<file path="src/rtl/max7219_pkg.sv">
// Shared definitions for the MAX7219 frame scheduler slice.
//   state_t    : scheduler FSM encoding (S_IDLE, S_HOLD)
//   frame_w()  : frame width in bits for a cascade of SIZE 8x8 modules
//   cnt_width(): bits needed to hold values 0..n-1 (at least 1 bit)
package max7219_pkg;

    typedef enum logic {
        S_IDLE = 1'b0,
        S_HOLD = 1'b1
    } state_t;

    function automatic int frame_w(input int size);
        return 64 * size;
    endfunction

    // Counters only ever reach n-1, so clog2(n) bits suffice; a zero-width
    // vector is not legal, hence the 1-bit floor.
    function automatic int cnt_width(input int n);
        return (n <= 1) ? 1 : $clog2(n);
    endfunction

endpackage

</file>
<file path="src/rtl/max7219_frame_scheduler_rr_arbiter.sv">
// Combinational round-robin arbiter.
//   req         : request vector, one bit per requester
//   last        : index of the previously granted requester
//   grant       : one-hot grant (all zero when no request)
//   grant_idx   : binary index of the granted requester (== last when none)
//   grant_valid : at least one request was present
// Search starts at last+1 and wraps, so the previous owner has lowest priority.
module rr_arbiter
    import max7219_pkg::*;
#(
    parameter int NREQ = 2
) (
    input  logic [NREQ-1:0]            req,
    input  logic [cnt_width(NREQ)-1:0] last,
    output logic [NREQ-1:0]            grant,
    output logic [cnt_width(NREQ)-1:0] grant_idx,
    output logic                       grant_valid
);

    localparam int IW = cnt_width(NREQ);

    int cand;

    always_comb begin
        grant       = '0;
        grant_idx   = last;
        grant_valid = 1'b0;
        cand        = 0;
        for (int i = 1; i <= NREQ; i++) begin
            cand = int'(last) + i;
            if (cand >= NREQ) begin
                cand = cand - NREQ;
            end
            if (!grant_valid && req[cand[IW-1:0]]) begin
                grant_valid            = 1'b1;
                grant_idx              = cand[IW-1:0];
                grant[cand[IW-1:0]]    = 1'b1;
            end
        end
    end

endmodule

</file>
<file path="src/rtl/max7219_frame_scheduler.sv">
// Shares a cascaded MAX7219 matrix display between NREQ frame producers.
// A round-robin winner's frame is latched into the pixel register, then held
// for HOLD_CYCLES cycles before another grant is possible. With
// BLANK_CYCLES != 0 the display is cleared after that many request-free idle
// cycles.
// Ports:
//   clk      : system clock
//   reset_n  : synchronous active-low reset
//   req      : req[k] = requester k presents a frame on frame_in slice k
//   frame_in : NREQ packed frames, slice k at [FW*(k+1)-1 -: FW]
//   ack      : one-cycle one-hot pulse, frame of requester k was latched
//   pixels   : registered frame to the display driver
//   owner    : index of the last granted requester
//   busy     : high while the current frame is being held
//   blanked  : high while pixels were cleared by the idle timeout
module max7219_frame_scheduler
    import max7219_pkg::*;
#(
    parameter int SIZE         = 2,
    parameter int NREQ         = 2,
    parameter int HOLD_CYCLES  = 25_000_000,
    parameter int BLANK_CYCLES = 0
) (
    input  logic                            clk,
    input  logic                            reset_n,
    input  logic [NREQ-1:0]                 req,
    input  logic [NREQ*frame_w(SIZE)-1:0]   frame_in,
    output logic [NREQ-1:0]                 ack,
    output logic [frame_w(SIZE)-1:0]        pixels,
    output logic [cnt_width(NREQ)-1:0]      owner,
    output logic                            busy,
    output logic                            blanked
);

    localparam int FW = frame_w(SIZE);
    localparam int OW = cnt_width(NREQ);
    localparam int HW = cnt_width(HOLD_CYCLES);
    localparam int IW = cnt_width(BLANK_CYCLES);

    localparam logic [HW-1:0] HOLD_LAST = HW'(HOLD_CYCLES - 1);
    localparam logic [IW-1:0] IDLE_LAST = IW'((BLANK_CYCLES == 0) ? 0 : BLANK_CYCLES - 1);

    // Unpack the frame bus into one entry per requester.
    logic [FW-1:0] slice [NREQ];

    genvar gi;
    generate
        for (gi = 0; gi < NREQ; gi++) begin : g_slice
            assign slice[gi] = frame_in[FW*(gi+1)-1 -: FW];
        end
    endgenerate

    state_t          state_reg,    state_next;
    logic [FW-1:0]   pixels_reg,   pixels_next;
    logic [NREQ-1:0] ack_reg,      ack_next;
    logic [OW-1:0]   owner_reg,    owner_next;
    logic            busy_reg,     busy_next;
    logic            blanked_reg,  blanked_next;
    logic [HW-1:0]   hold_cnt_reg, hold_cnt_next;
    logic [IW-1:0]   idle_cnt_reg, idle_cnt_next;

    logic [NREQ-1:0] grant;
    logic [OW-1:0]   grant_idx;
    logic            grant_valid;

    rr_arbiter #(
        .NREQ (NREQ)
    ) u_arbiter (
        .req         (req),
        .last        (owner_reg),
        .grant       (grant),
        .grant_idx   (grant_idx),
        .grant_valid (grant_valid)
    );

    always_ff @(posedge clk) begin
        if (!reset_n) begin
            state_reg    <= S_IDLE;
            pixels_reg   <= '0;
            ack_reg      <= '0;
            owner_reg    <= OW'(NREQ - 1);
            busy_reg     <= 1'b0;
            blanked_reg  <= 1'b1;
            hold_cnt_reg <= '0;
            idle_cnt_reg <= '0;
        end else begin
            state_reg    <= state_next;
            pixels_reg   <= pixels_next;
            ack_reg      <= ack_next;
            owner_reg    <= owner_next;
            busy_reg     <= busy_next;
            blanked_reg  <= blanked_next;
            hold_cnt_reg <= hold_cnt_next;
            idle_cnt_reg <= idle_cnt_next;
        end
    end

    always_comb begin
        state_next    = state_reg;
        pixels_next   = pixels_reg;
        ack_next      = '0;
        owner_next    = owner_reg;
        busy_next     = busy_reg;
        blanked_next  = blanked_reg;
        hold_cnt_next = hold_cnt_reg;
        idle_cnt_next = idle_cnt_reg;

        case (state_reg)
            S_IDLE: begin
                if (grant_valid) begin
                    pixels_next   = slice[grant_idx];
                    ack_next      = grant;
                    owner_next    = grant_idx;
                    blanked_next  = 1'b0;
                    busy_next     = 1'b1;
                    hold_cnt_next = '0;
                    idle_cnt_next = '0;
                    state_next    = S_HOLD;
                end else if (BLANK_CYCLES != 0) begin
                    // Re-blanking an already blank display is harmless, so the
                    // counter simply keeps cycling while idle.
                    if (idle_cnt_reg == IDLE_LAST) begin
                        pixels_next   = '0;
                        blanked_next  = 1'b1;
                        idle_cnt_next = '0;
                    end else begin
                        idle_cnt_next = idle_cnt_reg + 1'b1;
                    end
                end
            end
            S_HOLD: begin
                if (hold_cnt_reg == HOLD_LAST) begin
                    state_next    = S_IDLE;
                    busy_next     = 1'b0;
                    idle_cnt_next = '0;
                end else begin
                    hold_cnt_next = hold_cnt_reg + 1'b1;
                end
            end
            default: begin
                state_next = S_IDLE;
            end
        endcase
    end

    assign pixels  = pixels_reg;
    assign ack     = ack_reg;
    assign owner   = owner_reg;
    assign busy    = busy_reg;
    assign blanked = blanked_reg;

endmodule

</file>
<file path="config.mk">
export PLATFORM = sky130hd
export DESIGN_NAME = max7219_frame_scheduler
export DESIGN_NICKNAME = d
export VERILOG_FILES = /design/src/rtl/max7219_pkg.sv /design/src/rtl/max7219_frame_scheduler_rr_arbiter.sv /design/src/rtl/max7219_frame_scheduler.sv
export SDC_FILE = /design/constraint.sdc
export NUM_CORES = 1
export LEC_CHECK = 0
export CORE_AREA = 2 2 151 153
export CTS_CLUSTER_DIAMETER = 50
export DETAILED_ROUTE_END_ITERATION = 8
export DIE_AREA = 0 0 153 155
export HOLD_SLACK_MARGIN = 0.02
export PLACE_DENSITY = 0.84
export SKIP_LAST_GASP = 1
export SYNTH_ARGS = -nofsm -noshare
export SYNTH_HDL_FRONTEND = slang
export SYNTH_SLANG_ARGS = --single-unit
</file>
<file path="constraint.sdc">
create_clock -name clk -period 1.5 [get_ports clk]
set_input_delay 0.15 -clock clk [delete_from_list [all_inputs] [get_ports clk]]
set_output_delay 0.15 -clock clk [all_outputs]
set_load 0.01 [all_outputs]
</file>
=== Word-level counts from Yosys, hierarchy flattened ===
Index checks and enable logic that the tools add are counted.

* Shifts and indexed selects: 0
* $lt $le $gt $ge: 7
* Bitwise logic cells: 5
* Divide/modulo/power cells: 0
* Multiply operators: 0
* Muxes and demuxes: 28
* Reductions and logical operators: 8
* Equal/unequal tests: 4
* Add/sub/neg operators: 5

{| class="wikitable"
|+ Operator list
! operator !! number
|-
| 128-bit 2-to-1 mux || 3
|-
| 25-bit 2-to-1 mux || 2
|-
| 25-bit one-hot mux with 2 select lines || 1
|-
| 25-bit by 1-bit adder with 25-bit output (second input constant) || 1
|-
| 25-bit equality test (second input constant) || 1
|-
| 1-bit 2-to-1 mux || 16
|-
| 2-bit AND reduction || 3
|-
| 2-bit greater-or-equal comparator (second input constant) || 2
|-
| 1-bit by 2-bit < comparator with 1-bit output (second input constant) || 2
|-
| 2-bit 2-to-1 mux || 2
|-
| 2-bit != test (second input constant) || 2
|-
| 1-bit one-hot mux with 2 select lines || 2
|-
| 1-bit by 2-bit adder with 3-bit output (second input constant) || 1
|-
| 3-bit by 2-bit greater-or-equal comparator with 1-bit output (second input constant) || 1
|-
| 1-bit logical AND || 3
|-
| 1-bit inverter || 3
|-
| 3-bit OR reduction || 1
|-
| 1-bit by 1-bit adder with 2-bit output (second input constant) || 1
|-
| 1-bit demux with 1-bit select || 2
|-
| 1-bit greater-or-equal comparator (second input constant) || 2
|-
| 2-bit by 1-bit != test with 1-bit output (second input constant) || 1
|-
| 1-bit inverter with 2-bit output || 1
|-
| 2-bit OR || 1
|-
| 1-bit subtractor (second input constant) || 2
|-
| 1-bit logical NOT || 1
|}

* Logic and storage cells: 64
* Memories kept: 0
* Latch bits: 0
* Flip-flop bits (word level): 159
* Bits of input ports: 260
* Bits in read-only memories: 0
* Bits in writable memories: 0
* Output and inout bits: 133

=== Depth between registers and ports, before layout ===
* Depth after elaboration: 13
* Mapped depth: 8
* Depth with buffers taken out: 6

=== By module ===
A second synthesis with hierarchy kept.

* Cells, all modules: 747
* Area total of the unflattened synthesis: 7,018.0 µm²

{| class="wikitable"
|+ By module, submodules not included
! module !! area an instance (µm²) !! cells each !! seq. area each (µm²) !! times used
|-
| max7219_frame_scheduler || 6,982.9 || 741 || 3,183.1 || 1
|-
| rr_arbiter || 35.0 || 6 || 0.0 || 1
|}

=== Least setup slack after synthesis ===
No wires, ideal clock.

* Path type: register to register
* Start: register hold_cnt_reg[0]
* End: register hold_cnt_reg[18]
* Buffers on the path: 1
* Period minus slack after synthesis: 1.670 ns
* Setup time: 0.065 ns
* Setup slack: -0.170 ns
* Required time: 1.435 ns
* Stages on the path, launching flop included: 8
* Arrival time: 1.605 ns
* Cell sequence: dfxtp_1 > ha_1 > and4_1 > buf_4 > nand3_2 > nor3_1 > mux2_2 > nor2_1

* Longest elaborated chain between the ends: 3
* Elaborated cells on any way between the ends: 6
* Those cells by class: add/sub (1); eq/ne (2); mux (2); reduce/logical (1)

{| class="wikitable"
|+ RTL lines
! element !! line !! RTL
|-
| from (decl) || max7219_frame_scheduler.sv:59 || <nowiki>logic [HW-1:0] hold_cnt_reg, hold_cnt_next;</nowiki>
|-
| from (signal assigned) || max7219_frame_scheduler.sv:93 || <nowiki>hold_cnt_reg <= hold_cnt_next;</nowiki>
|-
| 25-bit by 1-bit adder with 25-bit output / 25-bit equality test (equally long branches) || max7219_frame_scheduler.sv:137, max7219_frame_scheduler.sv:132 ||
|-
| 25-bit 2-to-1 mux / 2-bit != test (equally long branches) || -- ||
|-
| 25-bit one-hot mux with 2 select lines / 2-bit AND reduction (equally long branches) || -- ||
|}

Parallel ways exist; a longest one is shown, timed or not. The select of a mux whose other input is x is not followed.
A chain may end at the register's enable or synchronous reset.

=== Worst setup path in the final report ===
* Start: register hold_cnt_reg[0]
* End: register hold_cnt_reg[6]

Same word-level chain as after synthesis.

==> results.json <==
{
  "status": "complete, but fails checks",
  "violations": "setup timing",
  "ant_nets": 0,
  "crit_path_top_delay_cell": "dfxtp_2",
  "fin_ws_ps": -218,
  "finalCritPeriodShare_pct": 115,
  "synthDistinctLibCells": 53,
  "p_leak_nw": 6.28,
  "worst_slew_pin_slew_ps": 301,
  "grt_antenna_before_repair": 1,
  "gp_congestion": 0.881,
  "viasPerCell": 5.11,
  "grt_pass1_vias": 7621,
  "crit_path_start_kind": "flip-flop",
  "io_pins": 393,
  "rsz0062_at_grt": "yes",
  "overflow": 0,
  "p_int_mw": 8.83,
  "grt_max_degree": 62,
  "switching_share_pct": 28.0,
  "clkSinkCount": 159,
  "setup_viol": 26,
  "combPwrFrac_pct": 27.2,
  "clk_path_buf_depth": 2,
  "fp-row-count": 55,
  "hold_slack_ps": 194,
  "r2r_cells": 7,
  "grtUsageTotal_pct": 20.9,
  "max_slew_margin_pct": 79.4,
  "crit_chain": "ha_4, and4_4, nand4_1, buf_4, o21ai_4, o21ai_1, a21oi_1",
  "post-dp-hpwl_microns": 19200,
  "synth_area_leader_cell": "dfxtp_1",
  "critical_path_class": "flip-flop to flip-flop",
  "wl_per_cell_microns": 18.2,
  "syn_inst": 772,
  "clock-skew-final_ps": 10.4,
  "yosys-top-cells-area": "dfxtp_1, mux2i_1, a211oi_1",
  "largest_register_ffs": 128,
  "hold_violations": 0,
  "async_flop_share_pct": 0,
  "finalNetCount": 1498,
  "die_x_microns": 153,
  "final_common_cell": "clkdlybuf4s50_1",
  "portBuffers": 392,
  "fmax_mhz": 582,
  "layout_common_cells": "clkdlybuf4s50_1, dfxtp_1, nor2_1",
  "cap_violations": 0,
  "drive_gt1_share_pct": 18.7,
  "design.core.area_sq_um": 22200,
  "synth_seq_cells": 159,
  "drt_first_iter_violations": 389,
  "clk_latency_ps": 420,
  "crit_path_max_incr_delay_ps": 360,
  "powerDensity_nw_per_um2": 902,
  "p_clk_share_pct": 34.1,
  "synth_edf_count": 0,
  "design.die.area_sq_um": 23700,
  "grt_pass1_wl_microns": 39500,
  "num_vias": 7850,
  "clk_pin_slew_ps": 70,
  "seqPwrFrac_pct": 38.7,
  "die_h_microns": 155,
  "vdd_ir_drop_max_mv": 0.743,
  "start_util_pct": 32.3,
  "fin_crit_ps": 1720,
  "area_delta_synth_final_pct": 89.5,
  "synth_area_sq_um": 7180,
  "path_max_fanout": 6,
  "yosysTopAreaCellShare_pct": 44.3,
  "first_pass_iters": 4,
  "p_sw_mw": 3.43,
  "numCtsBuffers": 17,
  "yosysWarnings": 0,
  "min_path_cells": 2,
  "cp.required_ps": 1840,
  "tns_ps": -3140,
  "wirelength_microns": 28000,
  "root_buffer": "clkbuf_16",
  "syn-num-nets": 1033,
  "cp-end-kind": "flip-flop",
  "ys_seq_area_share_pct": 44.3,
  "hp-class": "primary input to flip-flop",
  "syn_avg_cell_area_sq_um": 9.30,
  "cts_tree": "done",
  "slew_viol_final": 0,
  "synth-main-ff-cell": "dfxtp_1",
  "cp.arrival_ps": 2060,
  "htreeDepth": 4,
  "power_mw": 12.3,
  "drcViolationCount": 0
}
synthesized netlist by cell type (2+ instances only):
cell      instances
dfxtp_1         159
nor2_1          147
a211oi_1        128
mux2i_1         128
nand2_1          31
clkbuf_1         28
buf_2            24
o21ai_0          13
a21oi_1          10
a31oi_1           9
and3_1            9
nand4_1           9
buf_4             8
nand3_1           7
buf_1             5
and4_1            3
inv_1             3
nand2b_1          3
nor3_1            3
or3_1             3
a311oi_1          2
a41o_1            2
inv_2             2
mux2_2            2
nand3_2           2
nand4b_1          2
nor4_1            2
o211ai_1          2
o21a_1            2
power by group through the flow:
| stage | clock [mW] | sequential (mW) | combinational (mW) |
|---|---|---|---|
| floorplan | 0 | 4.98 | 1.09 |
| global placement | 0 | 4.83 | 3.05 |
| detailed placement | 0 | 4.84 | 3.10 |
| CTS | 4.27 | 4.75 | 3.17 |
| global route | 4.44 | 4.78 | 3.55 |
| finish | 4.18 | 4.74 | 3.34 |
logic make-up (layout without fill, tap and decap cells):
kind of cell | after synthesis | in the layout | share of synthesized area (%)
AO/OA/AOI/OAI | 179 | 179 | 18.1
AND/OR/NAND/NOR | 229 | 229 | 14.2
multiplexers | 131 | 131 | 18.3
adder cells (fa/ha/maj) | 1 | 1 | 0.174
other | 0 | 1 | 0
flip-flops | 159 | 159 | 44.3
buffers and inverters | 71 | 548 | 4.65
XOR/XNOR | 2 | 2 | 0.244
worst max-delay path: cells and delay by family (launching register included):
| family | cells | cell delay (ps) |
|---|---|---|
| AO/OA/AOI/OAI | 3 | 540 |
| adder cells (fa/ha/maj) | 1 | 140 |
| buffers and inverters | 1 | 200 |
| flip-flops | 1 | 360 |
| AND/OR/NAND/NOR | 2 | 410 |
area by class of cell:
class / instances / area [sq um]
Antenna cell: 1 / 2.50
Clock buffer: 19 / 443
Clock inverter: 12 / 111
Fill cell: 1740 / 8620
Inverter: 5 / 21.3
Multi-Input combinational cell: 542 / 4080
Sequential cell: 159 / 3210
Tap cell: 285 / 357
Timing Repair Buffer: 512 / 5390
stage by stage:
stage               setup slack [ps]  util [%]  cells  cell area [sq um]
floorplan                      -45.7         -    772               7210
global placement                -366      54.2   1475              12100
detailed placement              -365      54.2   1475              12100
CTS                             -123      58.0   1518              12900
global route                    -258      61.2   1534              13600
finish                          -218      61.2   1535              13600
what timing repair did:
action / CTS / global route
setup endpoints to repair: 100 / 150
pin swaps: 28 / 24
endpoints found under the hold margin: 0 / 0
buffers inserted: 11 / 11
resized for setup: 65 / 142
gates cloned: 2 / 6
hold buffers: 0 / 0
worst paths after layout:
| path | start | end | slack [ps] |
|---|---|---|---|
| worst max register to register | hold_cnt_reg[0] | hold_cnt_reg[6] | -220 |
| worst max-delay path | hold_cnt_reg[0] | hold_cnt_reg[6] | -220 |
| worst min register to register | blanked | blanked | 450 |
| worst min-delay path | req[1] | ack[1] | 190 |
metal layers:
metal,part of all wire (%),track usage [%]
met5,0,0
met4,3.2,8.20
met3,6.4,5.79
met2,51,37.3
met1,39,23.8
No activity file was read; power rests on OpenSTA's default activity.
